File: src/rtl/cordic_arbiter.sv
// Round-robin arbiter sharing one iterative CORDIC core between several
// requesters, with a tagged response channel and a done-watchdog.
module cordic_arbiter #(
    parameter int unsigned Width         = 16,
    parameter int unsigned NumReq        = 4,
    parameter int unsigned TimeoutCycles = 64
) (
    input  logic                        clk_i,
    input  logic                        rst_i,
    input  logic [NumReq-1:0]           req_valid_i,
    output logic [NumReq-1:0]           req_ready_o,
    input  logic [NumReq*Width-1:0]     req_x_i,
    input  logic [NumReq*Width-1:0]     req_y_i,
    input  logic [NumReq*Width-1:0]     req_z_i,
    output logic                        rsp_valid_o,
    input  logic                        rsp_ready_i,
    output logic [$clog2(NumReq)-1:0]   rsp_id_o,
    output logic [Width-1:0]            rsp_x_o,
    output logic [Width-1:0]            rsp_y_o,
    output logic [Width-1:0]            rsp_z_o,
    output logic                        rsp_timeout_o,
    output logic                        start_cordic_o,
    output logic [Width-1:0]            x0_o,
    output logic [Width-1:0]            y0_o,
    output logic [Width-1:0]            z0_o,
    input  logic [Width-1:0]            xn_i,
    input  logic [Width-1:0]            yn_i,
    input  logic [Width-1:0]            zn_i,
    input  logic                        done_tick_cordic_i,
    output logic                        busy_o
);

    localparam int unsigned IdW  = $clog2(NumReq);
    localparam int unsigned CntW = $clog2(TimeoutCycles);
    localparam logic [CntW-1:0] CntLast = CntW'(TimeoutCycles - 1);

    typedef enum logic [1:0] {
        IDLE  = 2'd0,
        START = 2'd1,
        WAIT  = 2'd2,
        RESP  = 2'd3
    } state_t;

    state_t          state;
    state_t          state_nxt;
    logic [IdW-1:0]  last_grant;
    logic [IdW-1:0]  cur_id;
    logic [IdW-1:0]  grant_id;
    logic [IdW-1:0]  cand;
    logic            grant_vld;
    logic [CntW-1:0] cnt;
    logic            timeout_hit;

    assign timeout_hit = (cnt == CntLast);

    // Round-robin search starting just after the last served requester
    always_comb begin
        grant_vld = 1'b0;
        grant_id  = '0;
        cand      = '0;
        for (int unsigned i = 1; i <= NumReq; i++) begin
            cand = IdW'((32'(last_grant) + i) % NumReq);
            if (!grant_vld && req_valid_i[cand]) begin
                grant_vld = 1'b1;
                grant_id  = cand;
            end
        end
    end

    // Next-state logic and the same-cycle request accept
    always_comb begin
        state_nxt   = state;
        req_ready_o = '0;
        case (state)
            IDLE: begin
                if (grant_vld) begin
                    req_ready_o[grant_id] = !rst_i;
                    state_nxt             = START;
                end
            end
            START:   state_nxt = WAIT;
            WAIT: begin
                if (done_tick_cordic_i || timeout_hit) begin
                    state_nxt = RESP;
                end
            end
            RESP: begin
                if (rsp_ready_i) begin
                    state_nxt = IDLE;
                end
            end
            default: state_nxt = IDLE;
        endcase
    end

    // State register plus registered start/busy flags
    always_ff @(posedge clk_i or posedge rst_i) begin
        if (rst_i) begin
            state          <= IDLE;
            start_cordic_o <= 1'b0;
            busy_o         <= 1'b0;
        end else begin
            state          <= state_nxt;
            start_cordic_o <= (state_nxt == START);
            busy_o         <= (state_nxt != IDLE);
        end
    end

    // Operand capture, watchdog counter, response capture and pointer update
    always_ff @(posedge clk_i or posedge rst_i) begin
        if (rst_i) begin
            last_grant    <= IdW'(NumReq - 1);
            cur_id        <= '0;
            cnt           <= '0;
            x0_o          <= '0;
            y0_o          <= '0;
            z0_o          <= '0;
            rsp_valid_o   <= 1'b0;
            rsp_id_o      <= '0;
            rsp_x_o       <= '0;
            rsp_y_o       <= '0;
            rsp_z_o       <= '0;
            rsp_timeout_o <= 1'b0;
        end else begin
            case (state)
                IDLE: begin
                    if (grant_vld) begin
                        x0_o   <= req_x_i[32'(grant_id)*Width +: Width];
                        y0_o   <= req_y_i[32'(grant_id)*Width +: Width];
                        z0_o   <= req_z_i[32'(grant_id)*Width +: Width];
                        cur_id <= grant_id;
                        cnt    <= '0;
                    end
                end
                START: cnt <= cnt + CntW'(1);
                WAIT: begin
                    cnt <= cnt + CntW'(1);
                    if (done_tick_cordic_i) begin
                        rsp_valid_o   <= 1'b1;
                        rsp_id_o      <= cur_id;
                        rsp_x_o       <= xn_i;
                        rsp_y_o       <= yn_i;
                        rsp_z_o       <= zn_i;
                        rsp_timeout_o <= 1'b0;
                    end else if (timeout_hit) begin
                        rsp_valid_o   <= 1'b1;
                        rsp_id_o      <= cur_id;
                        rsp_x_o       <= '0;
                        rsp_y_o       <= '0;
                        rsp_z_o       <= '0;
                        rsp_timeout_o <= 1'b1;
                    end
                end
                RESP: begin
                    if (rsp_ready_i) begin
                        rsp_valid_o <= 1'b0;
                        last_grant  <= rsp_id_o;
                    end
                end
                default: ;
            endcase
        end
    end

endmodule

File: config.mk
export PLATFORM = sky130hd
export DESIGN_NAME = cordic_arbiter
export DESIGN_NICKNAME = d
export VERILOG_FILES = /design/src/rtl/cordic_arbiter.sv
export SDC_FILE = /design/constraint.sdc
export NUM_CORES = 1
export LEC_CHECK = 0
export BUFFER_PORTS_ARGS = -buffer_cell sky130_fd_sc_hd__buf_2
export CAP_MARGIN = 20
export CORE_AREA = 2 2 137 139
export CTS_CLUSTER_DIAMETER = 50
export DETAILED_ROUTE_END_ITERATION = 7
export DIE_AREA = 0 0 139 141
export GPL_TIMING_DRIVEN = 0
export PLACE_DENSITY = 0.75
export SLEW_MARGIN = 10
export SYNTH_ARGS = -nofsm -noshare
export SYNTH_HDL_FRONTEND = slang
export SYNTH_SLANG_ARGS = --single-unit
File: constraint.sdc
create_clock -name clk_i -period 12.1 [get_ports clk_i]
set_clock_uncertainty 0.1 [all_clocks]
set_input_delay 1.815 -clock clk_i [delete_from_list [all_inputs] [get_ports clk_i]]
set_output_delay 1.815 -clock clk_i [all_outputs]
set_load 0.01 [all_outputs]
* Word level (Yosys, flattened, before mapping)
Index checks and enable logic that the tools add are counted.
** Storage, ports and cells
- Word-level logic and storage cells :: 95
- Input bits :: 248
- Bits in registers :: 114
- Output and inout bits :: 106
** Operators by class
- Add/subtract/negate cells :: 5
- Reduce and logical (&&, ||, !) cells :: 20
- Equality and inequality tests :: 8
- Shift-type cells :: 3
- Bitwise operators :: 1
- $lt $le $gt $ge :: 6
- Mux-type cells :: 37
** Operators with widths (count)
- variable part select 64 x 7 -> 16 bit :: 3
- two-way mux 16 bit :: 4
- two-way mux 2 bit :: 9
- less-than comparator 2 x 3 -> 1 bit (second input constant) :: 5
- two-way mux 1 bit :: 13
- case mux 6 bit (2 select lines) :: 1
- binary-select mux 1 bit (select 2 bit) :: 4
- two-way mux 4 bit :: 2
- case mux 2 bit (4 select lines) :: 1
- AND reduction 2 bit :: 4
- nonzero test 2 bit :: 4
- adder 6 x 1 -> 6 bit (second input constant) :: 1
- equality test 6 bit (second input constant) :: 1
- two-way mux 6 bit :: 1
- adder 2 x 1 -> 2 bit (second input constant) :: 2
- adder 2 bit (second input constant) :: 2
- AND 4 bit :: 1
- equality test 2 x 1 -> 1 bit (second input constant) :: 2
- equality test 2 bit (second input constant) :: 2
- logical AND 1 bit :: 4
- logical NOT 1 bit :: 4
- != test 2 bit (second input constant) :: 2
- != test 3 bit (second input constant) :: 1
- AND reduction 3 bit :: 1
- other kinds (6) :: 6

* Longest topological paths before layout
Gate-level depths: netlist of run 1.
- Depth in word-level cells :: 20
- Mapped depth :: 8
- Gate-level depth less buffers :: 7

* Least setup slack after synthesis of run 1
OpenSTA, ideal clock, no wires.
- Kind :: input to output
- Start point :: in rst_i
- End point :: out req_ready_o[0]
- Path buffers :: 0
- Cell stages on the path :: 2
- Data arrival time :: 4.684 ns
- Data required time :: 10.185 ns
- Path slack :: 5.501 ns
- Cells stage by stage :: inv_1 > and3_1
** Between the ends
- Word-level cells in the longest chain between the ends :: 4
** Ends and longest elaborated chain
- start: declaration :: RTL line 9 : input logic rst_i,
- logical NOT 1 bit (no line)
- AND 4 bit (no line)
- two-way mux 4 bit :: RTL line 76 : if (grant_vld) begin
- two-way mux 4 bit :: RTL line 74 : case (state)
- end: declaration :: RTL line 11 : output logic [NumReq-1:0] req_ready_o,
Every way passes these cells.

* Worst setup path in the final report of run 1
- Start point :: in req_valid_i[2]
- End point :: out req_ready_o[0]
** Between the ends
- Word-level cells in the longest chain between the ends :: 19
- Elaborated cells between the ends (all ways) :: 30
- Those cells by class :: order compare (2); mux (20); bitwise (1); reduce/logical (7)
** Ends and longest elaborated chain
- start: declaration :: RTL line 10 : input logic [NumReq-1:0] req_valid_i,
- binary-select mux 1 bit (select 2 bit) :: RTL line 63 : if (!grant_vld && req_valid_i[cand]) begin
- two-way mux 1 bit (implied by the code) :: RTL line 63
- two-way mux 1 bit :: RTL line 63
- logical NOT 1 bit :: RTL line 63
- logical AND 1 bit :: RTL line 63
- two-way mux 1 bit :: RTL line 63
- logical NOT 1 bit :: RTL line 63
- logical AND 1 bit :: RTL line 63
- [3 not listed]
- two-way mux 2 bit :: RTL line 63
- less-than comparator 2 x 3 -> 1 bit (implied by the code) / greater-or-equal comparator 2 x 1 -> 1 bit (equally long branches) :: RTL line 77 : req_ready_o[grant_id] = !rst_i;
- logical AND 1 bit (implied by the code) :: RTL line 77
- two-way mux 1 bit (implied by the code) :: RTL line 77
- demux 1 bit (select 2 bit) :: RTL line 77
- AND 4 bit (no line)
- two-way mux 4 bit * :: RTL line 76
- two-way mux 4 bit * :: RTL line 74
Every way passes the cells marked *; elsewhere a longest branch is shown, timed or not. The select of a mux whose other input is x is not followed.

==> results of run 1 <==
-- routing by layer --
metal / track usage (%) / vias to the layer above
li1: - / 3113
met1: 28.0 / 3097
met2: 39.3 / 323
met3: 6.05 / 33
met4: 7.60 / 0
met5: 0 / -
-- cells in the mapped netlist (2+ instances only) --
master    count  area (um^2)
buf_2        14         70.1
dfrtp_1     112         2800
a21oi_1       9         45.0
nor4_1        2         12.5
o22ai_1      51          319
inv_1        11         41.3
o21ai_1       3         15.0
buf_6         2         22.5
buf_1         3         11.3
clkbuf_1     32          120
nand2b_1      5         31.3
nor2_1       59          221
mux2i_1      50          500
o21ai_0      53          265
nand2_1     109          409
ha_1          5         62.6
a22o_1        2         17.5
dfstp_2       2         52.6
mux2_2        4         45.0
and3_1        3         18.8
buf_4         3         22.5
a221oi_1     48          420
nand3_1      52          260
-- final cells by class --
| class | instances | area (um^2) |
|---|---|---|
| inverter | 11 | 46.3 |
| tap | 234 | 293 |
| clock inverter | 14 | 108 |
| timing repair buffer | 351 | 1780 |
| clock buffer | 18 | 439 |
| fill | 1758 | 9690 |
| multi-input combinational | 473 | 2810 |
| buffer | 54 | 246 |
| sequential | 114 | 2860 |
-- worst reg2reg max path, cell delays in order (launching register included) --
cell and delay [ns]:
dfrtp_1 0.42, inv_1 0.11, ha_1 0.30, inv_1 0.14, a21oi_2 0.48, clkbuf_1 0.46, a21oi_1 0.20, a22o_1 0.27
-- worst paths after layout --
check / startpoint / end / slack (ns) / cells past startpoint
worst max-delay path: req_valid_i[2] / req_ready_o[0] / 6.73 / 8
worst min-delay path: cur_id[1] / cur_id[1] / 0.39 / 2
worst max register to register: state[0] / cnt[4] / 9.52 / 7
worst min register to register: cur_id[1] / cur_id[1] / 0.39 / 2
max in group asynchronous: rst_i / rsp_y_o[11] / 9.84 / 3
min in group asynchronous: rst_i / rsp_x_o[9] / 1.33 / 2
-- state kept, by name, summed over array words and instances, names as in the netlist --
register / flops
rsp_z_o: 16
busy_o: 1
cnt: 6
z0_o: 16
rsp_y_o: 16
rsp_valid_o: 1
y0_o: 16
state: 2
rsp_x_o: 16
x0_o: 16
rsp_timeout_o: 1
cur_id: 2
last_grant: 2
start_cordic_o: 1
rsp_id_o: 2
-- power by group through the flow --
stage | clock network [mW] | registers (mW) | logic, mW
after floorplan | 0 | 0.746 | 0.576
after global placement | 0 | 0.675 | 1.04
after detailed placement | 0 | 0.677 | 1.07
after CTS | 0.479 | 0.679 | 1.07
after global routing | 0.495 | 0.704 | 1.17
final | 0.466 | 0.682 | 1.06
-- cells by family after synthesis --
| kind of cell | Yosys count | share of synthesized area, % |
|---|---|---|
| muxes | 54 | 9.16 |
| xor gates and xnor gates | 2 | 0.294 |
| adders and majority gates | 5 | 1.05 |
| and+or+nand+nor | 237 | 16.9 |
| DFF | 114 | 47.9 |
| AOI/OAI and AO/OA | 175 | 19.8 |
| buffers and inverters | 65 | 4.83 |
-- metrics by stage --
step                      instance area, um^2  power [mW]  worst slack (ns)  utilization (%)  instances
after global routing                     8580        2.37              6.53             47.0       1269
after detailed placement                 8030        1.75              6.65             44.0       1237
after floorplan                          5960        1.32              5.50                -        652
final                                    8580        2.21              6.73             47.0       1269
after CTS                                8580        2.23              6.65             47.0       1269
after global placement                   8000        1.72              4.14             43.8       1236
==> impl_summary.txt, run 1 <==
----------------------------------------------------
[Power and ir drop]
  Total power divided by cell area ... 257 mW/mm^2
  Share of total power in combinational logic ... 48.0%
  Pleak ... 4.35 nW
  Proportion of power drawn by the clock network ... 21.1%
  Switching Fraction ... 42.8%
  Power share of the sequential group ... 30.9%
  Net Sw Power ... 945 uW
  Internal power contribution ... 1.26 mW
  Max rail drop VDD ... 0.000105 V

[Timing]
  Time the worst path needs with I/O delays and setup ... 5.37 ns
  Final setup violation count ... 0
  Total Negative Setup Slacks ... 0 ns
  Transition time at the pin with the least slew margin ... 0.688 ns
  Relative slew margins ... 54.1%
  F_max ... 0.186 GHz
  Worst hold slack ... 0.390 ns
  Final count of hold timing violations ... 0
  Number of pins with negative max-slew slack in the final report ... 0
  Setup repair after global routing missed its margin ... no
  Share of the clock period used by the worst path after layout ... 44.3%

[Job]
  Max-cap violation count ... 0

[Global route]
  Largest net degree at the start of global routing ... 79
  Total gr overflow ... 0
  Number of global-route vias before repair ... 6577
  Total routing resource utilization after global routing ... 22.9%
  Wire length of the first global-routing pass ... 35300 um
  Antenna violations before repair ... 0

[Setup path]
  Highest cell delay on the worst timing path ... 0.32 ns
  Launching element type of the critical path ... input port
  Arrival time reported for the critical path endpoint ... 3.45 ns
  Buffers & Inverters on Critical Path ... 4
  Classification of the worst setup path ... in -> out
  Max Fanout on Critical Path ... 10
  Master of the slowest instance on the critical path ... buf_2
  Nature of the critical path endpoint ... output port
  Required time of the worst setup path ... 10.18 ns
  Most repeated library cell on the critical path ... buf_2
  CP Cell Sequence ... buf_2 -> nor2_1 -> a22oi_1 -> o22ai_1 -> buf_2 -> buf_2 -> and3_1 -> buf_2
  Category of cells accounting for the largest share of critical-path delay ... buffers and inverters

[Detailed routing]
  Wire length on met3 ... 1830 um
  Vias per cell ... 5.17
  Total detailed-routing wirelength ... 22900 um
  Detailed Route Iter0 Violations ... 296
  Final antenna-violating net count ... 0
  WL met1 ... 9270 um
  Total via count in the routed design ... 6566
  Highest layer used for signal routing ... met4
  First-pass iteration count of the detailed router ... 5
  Met2 layer wire length in the routed design ... 11300 um
  DR DRC count ... 0
  Routed length per instance ... 18.0 um

[Clock tree]
  CTS-repair resized insts ... 0
  H-Tree Level Count ... 4
  Clock latency at the later pin of the worst-skew pair ... 0.41 ns
  Clock tree from TritonCTS ... done
  Post-CTS Hold Fix Bufs ... 0
  Clk root buf ... clkbuf_16
  Maximum clock path buffer count ... 2
  Postcts setup bufs ... 0
  Number of buffers created by CTS ... 17
  Clock Sinks ... 114
  Clock transition at the registers of the reported paths ... 0.06 ns

[Final layout]
  Number of nets in the finished design ... 1275
  Antenna Cells ... 0
  Fraction of final layout cells sized beyond drive strength 1 ... 40.0%
  Commonest cells after routing, fill and taps aside ... buf_2, dfrtp_1, nand2_1
  Most frequent standard cell in the layout excluding fill and tap cells ... buf_2
  Synthesis-to-finish area growth ... 44.0%

[Yosys]
  Number of warning messages in the yosys log ... 0
  Syn Nets ... 905
  Yosys reg bits ... 114
  Sequential element share of the synthesized area ... 47.9%
  Number of enable-type register cells in the synthesized netlist ... 0
  Syn avg cell area ... 9.14 um^2
  Leading register cell type out of synthesis ... dfrtp_1
  Share of synthesized flip-flops with an asynchronous set or reset ... 100%
  Cell variety after synth ... 41
  Mapped Cells ... 652
  Post-synthesis instance area ... 0.00596 mm^2

[Die]
  Initial Utilization ... 32.6%
  Vertical die dimension ... 141 um
  I/O pin cnt ... 354
  Core region area ... 0.0183 mm^2
  Die footprint ... 0.0196 mm^2
  Number of core rows ... 50
  Die X-Extent ... 139 um

[Place]
  Hpwl dp ... 17500 um
  Total of buffers placed on input and output ports ... 350
  Final weighted congestion in routability-driven placement ... 0.858

[Run status]
  Outcome ... finished clean

[Min path]
  Hold crit path type ... reg -> reg

----------------------------------------------------
No activity file was read; power rests on OpenSTA's default activity.
==> run 2, diff against run 1 <==
--- a/config.mk
+++ b/config.mk
@@ -5,6 +5,7 @@
 export SDC_FILE = /design/constraint.sdc
 export NUM_CORES = 1
 export LEC_CHECK = 0
+export ABC_AREA = 1
 export BUFFER_PORTS_ARGS = -buffer_cell sky130_fd_sc_hd__buf_2
 export CAP_MARGIN = 20
 export CORE_AREA = 2 2 137 139
@@ -12,7 +13,7 @@
 export DETAILED_ROUTE_END_ITERATION = 7
 export DIE_AREA = 0 0 139 141
 export GPL_TIMING_DRIVEN = 0
-export PLACE_DENSITY = 0.75
+export PLACE_DENSITY = 0.81
 export SLEW_MARGIN = 10
 export SYNTH_ARGS = -nofsm -noshare
 export SYNTH_HDL_FRONTEND = slang
==> constraint.sdc (replaced) <==
create_clock -name clk_i -period 5.15 [get_ports clk_i]
set_clock_uncertainty 0.1 [all_clocks]
set_input_delay 0.7725 -clock clk_i [delete_from_list [all_inputs] [get_ports clk_i]]
set_output_delay 0.7725 -clock clk_i [all_outputs]
set_load 0.01 [all_outputs]
==> run 2 against run 1 <==
Total power increased to 3.9 times the previous value. Via count increased by 17%. Clock-buffer cell count decreased by 1. Setup slack got worse by 5.3 ns. Sequential cell count unchanged. Register-to-register slack got worse by 6.9 ns. Global-route usage increased by 2.7 points. Sequential share of layout area decreased by 3.5 points. Critical path type is now reg -> out. Largest power group unchanged. Highest routed layer unchanged.
==> impl_summary.txt, run 2 <==
----------------------------------------------------
[Min path]
  Hold crit path type ... in -> async

[Yosys]
  Top-area cell type share of the netlist area ... 40.6%
  Top cells by count, synth ... nand2_1, dfrtp_1, nand3_1
  Syn avg cell area ... 7.37 um^2
  Leading register cell type out of synthesis ... dfrtp_1
  Sequential element share of the synthesized area ... 41.3%
  Most area-consuming cells after synthesis ... dfrtp_1, nand2_1, a22o_1
  Post-synthesis instance area ... 0.00691 mm^2
  Number of warning messages in the yosys log ... 0
  Number of enable-type register cells in the synthesized netlist ... 0
  Dominant cell by count in the synthesized netlist ... nand2_1
  Yosys reg bits ... 114
  Syn Nets ... 1190
  Cell variety after synth ... 36
  Mapped Cells ... 937
  Cell type contributing the most total cell area after synthesis ... dfrtp_1
  Share of synthesized flip-flops with an asynchronous set or reset ... 100%

[Global route]
  Largest net degree at the start of global routing ... 73
  Antenna violations before repair ... 0
  Wire length of the first global-routing pass ... 39800 um
  Total routing resource utilization after global routing ... 25.5%
  Total gr overflow ... 0
  Number of global-route vias before repair ... 7667

[Power and ir drop]
  Power share of the sequential group ... 18.3%
  Internal power contribution ... 4.08 mW
  Total power divided by cell area ... 889 mW/mm^2
  Pleak ... 5.76 nW
  Net Sw Power ... 4.45 mW
  Max rail drop VDD ... 0.000652 V
  Proportion of power drawn by the clock network ... 14.0%
  Switching Fraction ... 52.2%
  Share of total power in combinational logic ... 67.7%

[Timing]
  Setup repair after global routing missed its margin ... no
  Time the worst path needs with I/O delays and setup ... 3.76 ns
  Share of the clock period used by the worst path after layout ... 73.0%
  Number of pins with negative max-slew slack in the final report ... 0
  Final setup violation count ... 0
  F_max ... 0.266 GHz
  Worst Slack Setup Final ... 1.39 ns
  Final count of hold timing violations ... 0
  Relative slew margins ... 68.7%
  Transition time at the pin with the least slew margin ... 0.469 ns

[Setup path]
  Category of cells accounting for the largest share of critical-path delay ... simple AND/OR/NAND/NOR gates
  Launching element type of the critical path ... register
  Nature of the critical path endpoint ... output port
  Max Fanout on Critical Path ... 10
  Classification of the worst setup path ... reg -> out
  CP Cell Sequence ... buf_6 -> inv_6 -> nand2_1 -> nand2_1 -> o21ai_1 -> nand3b_1 -> nand2_1 -> inv_2 -> buf_2 -> nand2_1 -> nor3_1 -> buf_2
  Master of the slowest instance on the critical path ... dfstp_2
  Arrival time reported for the critical path endpoint ... 2.89 ns
  Required time of the worst setup path ... 4.28 ns
  Buffers & Inverters on Critical Path ... 5
  Highest cell delay on the worst timing path ... 0.53 ns
  Most repeated library cell on the critical path ... nand2_1

[Place]
  Pre-CTS WS ... 1.65 ns
  Instance count after placement with tap cells included ... 1525
  Final weighted congestion in routability-driven placement ... 0.944
  Hpwl dp ... 19700 um
  Total of buffers placed on input and output ports ... 353

[Die]
  Number of core rows ... 50
  Die X-Extent ... 139 um
  Core region area ... 0.0183 mm^2
  Die footprint ... 0.0196 mm^2
  Vertical die dimension ... 141 um
  Initial Utilization ... 37.8%
  I/O pin cnt ... 354

[Detailed routing]
  DR DRC count ... 0
  Vias per cell ... 4.94
  Routed length per instance ... 16.3 um
  First-pass iteration count of the detailed router ... 5
  Total via count in the routed design ... 7686
  Total detailed-routing wirelength ... 25300 um
  Detailed Route Iter0 Violations ... 414
  Final antenna-violating net count ... 0

[Clock tree]
  H-Tree Level Count ... 4
  CTS-repair resized insts ... 0
  Postcts setup bufs ... 0
  Maximum clock path buffer count ... 2
  Clock tree from TritonCTS ... done
  Clock Sinks ... 114
  Post-CTS Hold Fix Bufs ... 0
  Clock latency at the later pin of the worst-skew pair ... 0.41 ns
  Clock transition at the registers of the reported paths ... 0.06 ns
  Number of buffers created by CTS ... 17
  Clk root buf ... clkbuf_16

[Final layout]
  Fraction of final layout cells sized beyond drive strength 1 ... 37.9%
  Fillers ... 1764
  Commonest cells after routing, fill and taps aside ... nand2_1, buf_2, dfrtp_1
  Most frequent standard cell in the layout excluding fill and tap cells ... nand2_1
  Number of non-filler instances in the completed layout ... 1557
  Number of nets in the finished design ... 1563
  Synthesis-to-finish area growth ... 38.9%
  Antenna Cells ... 0

[Job]
  Max-cap violation count ... 0

[Run status]
  Outcome ... finished clean

----------------------------------------------------
## run 2: cell types whose count changed in the layout (fill, tap and decap cells not counted), moves of 18 or more
cell	before	now
a221oi_1	48	0
a22o_1	2	48
buf_2	364	382
clkbuf_1	32	14
mux2i_1	50	0
nand2_1	109	525
nand3_2	0	40
nor2_1	59	9
o21ai_0	53	11
o22ai_1	51	0
## run 2: power by group through the flow
| stage | clock [mW] | combinational (mW) | sequential (mW) |
|---|---|---|---|
| global placement | 0 | 5.67 | 1.54 |
| CTS | 1.22 | 5.79 | 1.55 |
| global route | 1.26 | 6.48 | 1.60 |
| finish | 1.20 | 5.77 | 1.56 |
| detailed placement | 0 | 5.77 | 1.56 |
| floorplan | 0 | 3.82 | 1.71 |
## run 2: area by class of cell
cell class                      instances  area (um^2)  area share (%)
Multi-Input combinational cell        739         3550            37.0
Sequential cell                       114         2860            29.7
Timing Repair Buffer                  354         1790            18.7
Clock buffer                           17          425            4.43
Buffer                                 63          415            4.33
Tap cell                              234          293            3.05
Clock inverter                         15          173            1.80
Inverter                               21         88.8           0.925
## run 2: cells by family (layout without fill, tap and decap cells)
kind of cell | after synthesis | in the layout | share of synthesized area, %
and+or+nand+nor | 664 | 664 | 42.6
DFF | 114 | 114 | 41.3
buffers and inverters | 84 | 470 | 7.23
AOI/OAI and AO/OA | 67 | 67 | 7.59
adders and majority gates | 5 | 5 | 0.905
xor gates and xnor gates | 3 | 3 | 0.380
## run 2: path summary, 6_finish.rpt
kind                       depth (start not counted)          start  slack [ns]        endpoint
min in group clk_i                                 2       z0_o[10]        0.38        z0_o[10]
min                                                2          rst_i        0.27      rsp_z_o[6]
max in group asynchronous                          3          rst_i        3.94   last_grant[1]
max reg2reg                                       16  last_grant[1]        2.67         z0_o[9]
max                                               12  last_grant[0]        1.39  req_ready_o[0]
min reg2reg                                        2       z0_o[10]        0.38        z0_o[10]
## run 2: layer usage
metal	GRT usage (%)	routed length [um]	vias up
met4	9.68	796	0
met2	44.1	12500	338
met1	31.7	10400	3538
li1	-	-	3747
met5	0	0	-
met3	4.93	1630	63
## run 2: stage by stage
stage	setup TNS, ns	hold WS, ns	total power, mW	util, %	area [um^2]
after global placement	-11.81	0.359	7.21	49.1	8970
after global routing	0	0.297	9.34	52.5	9600
after detailed placement	0	0.360	7.33	49.3	9000
final	0	0.271	8.53	52.5	9600
after CTS	0	0.275	8.56	52.5	9600
after floorplan	0	0.353	5.53	-	6910
==> run 3, diff against run 2 <==
--- a/config.mk
+++ b/config.mk
@@ -8,12 +8,12 @@
 export ABC_AREA = 1
 export BUFFER_PORTS_ARGS = -buffer_cell sky130_fd_sc_hd__buf_2
 export CAP_MARGIN = 20
-export CORE_AREA = 2 2 137 139
+export CORE_AREA = 2 2 136 138
 export CTS_CLUSTER_DIAMETER = 50
 export DETAILED_ROUTE_END_ITERATION = 7
-export DIE_AREA = 0 0 139 141
+export DIE_AREA = 0 0 138 140
 export GPL_TIMING_DRIVEN = 0
-export PLACE_DENSITY = 0.81
+export PLACE_DENSITY = 0.85
 export SLEW_MARGIN = 10
 export SYNTH_ARGS = -nofsm -noshare
 export SYNTH_HDL_FRONTEND = slang
==> constraint.sdc (replaced) <==
create_clock -name clk_i -period 3.16 [get_ports clk_i]
set_clock_uncertainty 0.1 [all_clocks]
set_input_delay 0.474 -clock clk_i [delete_from_list [all_inputs] [get_ports clk_i]]
set_output_delay 0.474 -clock clk_i [all_outputs]
set_load 0.01 [all_outputs]
==> run 3 against run 2 <==
Final area grew 1.4%. Combinational power up 68%. Setup slack worse by 1.2 ns. Wire length up 1.5%. Sequential share of layout area is 0.41 points lower. First-iteration DRC count grew 18%.
==> impl_summary.txt, run 3 (synthesized netlist as in run 2, its figures left out) <==
----------------------------------------------------
[Run status]
  Outcome ... finished clean

[Die]
  Vertical die dimension ... 140 um
  Die X-Extent ... 138 um
  I/O pin cnt ... 354
  Number of core rows ... 49
  Core region area ... 0.0178 mm^2
  Die footprint ... 0.0193 mm^2
  Initial Utilization ... 38.9%

[Timing]
  Setup repair after global routing missed its margin ... no
  F_max ... 0.335 GHz
  Number of pins with negative max-slew slack in the final report ... 0
  Relative slew margins ... 58.9%
  Transition time at the pin with the least slew margin ... 0.615 ns
  Time the worst path needs with I/O delays and setup ... 2.98 ns
  Share of the clock period used by the worst path after layout ... 94.4%
  Final count of hold timing violations ... 0
  Worst hold slack ... 0.0304 ns
  Final setup violation count ... 0
  Worst Slack Setup Final ... 0.178 ns

[Place]
  Hpwl dp ... 19800 um
  Pre-CTS WS ... 0.210 ns
  Instance count after placement with tap cells included ... 1522
  Total of buffers placed on input and output ports ... 353
  Final weighted congestion in routability-driven placement ... 0.960

[Global route]
  Wire length of the first global-routing pass ... 40300 um
  Antenna violations before repair ... 0
  Total routing resource utilization after global routing ... 26.2%
  Total gr overflow ... 0
  Number of global-route vias before repair ... 7865
  Largest net degree at the start of global routing ... 39

[Setup path]
  Classification of the worst setup path ... reg -> out
  Most repeated library cell on the critical path ... nor2_4
  Category of cells accounting for the largest share of critical-path delay ... simple AND/OR/NAND/NOR gates
  Master of the slowest instance on the critical path ... dfstp_2
  Start of the worst register-to-register path ... last_grant[1]
  Highest cell delay on the worst timing path ... 0.51 ns
  R2R cell count ... 17
  Required time of the worst setup path ... 2.59 ns
  Buffers & Inverters on Critical Path ... 4
  CP Cell Sequence ... buf_4 -> inv_2 -> nand2_1 -> nand2_1 -> nand2_2 -> nand2_4 -> nor2_4 -> nand3_4 -> nor2_4 -> nor2_4 -> buf_4 -> nor3_1 -> buf_2
  Levels on crit path ... 13
  Launch point of the critical path ... last_grant[1]
  Arrival time reported for the critical path endpoint ... 2.41 ns
  Max Fanout on Critical Path ... 10
  Launching element type of the critical path ... register
  Nature of the critical path endpoint ... output port

[Power and ir drop]
  Power share of the sequential group ... 17.8%
  Switching Fraction ... 51.4%
  Share of total power in combinational logic ... 67.9%
  Proportion of power drawn by the clock network ... 14.3%
  Net Sw Power ... 7.35 mW
  Pleak ... 5.81 nW
  Total power divided by cell area ... 1470 mW/mm^2
  Max rail drop VDD ... 0.00117 V
  Internal power contribution ... 6.94 mW

[Clock tree]
  Clk root buf ... clkbuf_16
  Post-CTS Hold Fix Bufs ... 0
  Clock tree from TritonCTS ... done
  H-Tree Level Count ... 4
  Clock Sinks ... 114
  Number of buffers created by CTS ... 17
  Clock latency at the later pin of the worst-skew pair ... 0.41 ns
  Clock transition at the registers of the reported paths ... 0.06 ns
  Maximum clock path buffer count ... 2

[Detailed routing]
  Total detailed-routing wirelength ... 25700 um
  Vias per cell ... 5.01
  Total via count in the routed design ... 7809
  Routed length per instance ... 16.5 um
  Final antenna-violating net count ... 0
  Detailed Route Iter0 Violations ... 490
  DR DRC count ... 0
  First-pass iteration count of the detailed router ... 7

[Final layout]
  Fraction of final layout cells sized beyond drive strength 1 ... 38.2%
  Number of nets in the finished design ... 1570
  Most frequent standard cell in the layout excluding fill and tap cells ... nand2_1
  Antenna Cells ... 0
  Number of non-filler instances in the completed layout ... 1559
  Commonest cells after routing, fill and taps aside ... nand2_1, buf_2, dfrtp_1
  Fillers ... 1670
  Synthesis-to-finish area growth ... 40.9%

[Job]
  Max-cap violation count ... 0

[Min path]
  Hold crit path type ... in -> async

----------------------------------------------------
==> run 3: power groups by stage <==
stage | clock network, mW | logic (mW) | registers (mW)
2_1_floorplan | 0 | 6.22 | 2.79
3_3_place_gp | 0 | 9.31 | 2.51
3_5_place_dp | 0 | 9.47 | 2.54
4_1_cts | 2.06 | 9.53 | 2.54
5_1_grt | 2.13 | 10.8 | 2.61
6_report | 2.04 | 9.70 | 2.55
==> run 3: worst paths after layout <==
path | endpoint | slack, ns
min in group clk_i | rsp_y_o[11] | 0.18
worst max-delay path | req_ready_o[2] | 0.18
worst max register to register | z0_o[13] | 0.42
max in group asynchronous | state[1] | 2.18
worst min register to register | x0_o[14] | 0.37
worst min-delay path | rsp_z_o[12] | 0.03
==> run 3: metrics by stage <==
step	power, mW	util, %	TNS (ns)	instance area, um^2
2_1_floorplan	9.02	-	-0.0403	6910
3_3_place_gp	11.8	50.4	-3.87	8970
3_5_place_dp	12.0	50.8	0	9030
4_1_cts	14.1	54.3	0	9660
5_1_grt	15.6	54.8	0	9730
6_report	14.3	54.8	0	9730
==> run 3: routing by layer <==
layer	track usage, %	share of wire, %	vias to the layer above
met5	0	0	-
met4	10.5	2.6	0
met2	45.0	50	376
met3	5.78	6.6	54
li1	-	-	3759
met1	32.1	40	3620
==> run 3: timing repair <==
item / in CTS / in global routing
pin swaps: 1 / 1
endpoints found under the setup margin: 4 / 4
buffers inserted: 2 / 6
endpoints found under the hold margin: 0 / 0
gates resized for setup: 2 / 10
==> run 3: final cells by class <==
type,count,area (um^2),area share [%]
buffer,60,403,4.14
clock buffer,20,437,4.49
clock inverter,12,181,1.86
inverter,21,95.1,0.977
multi-input combinational,739,3580,36.8
sequential,114,2860,29.3
tap,229,287,2.94
timing repair buffer,364,1890,19.5
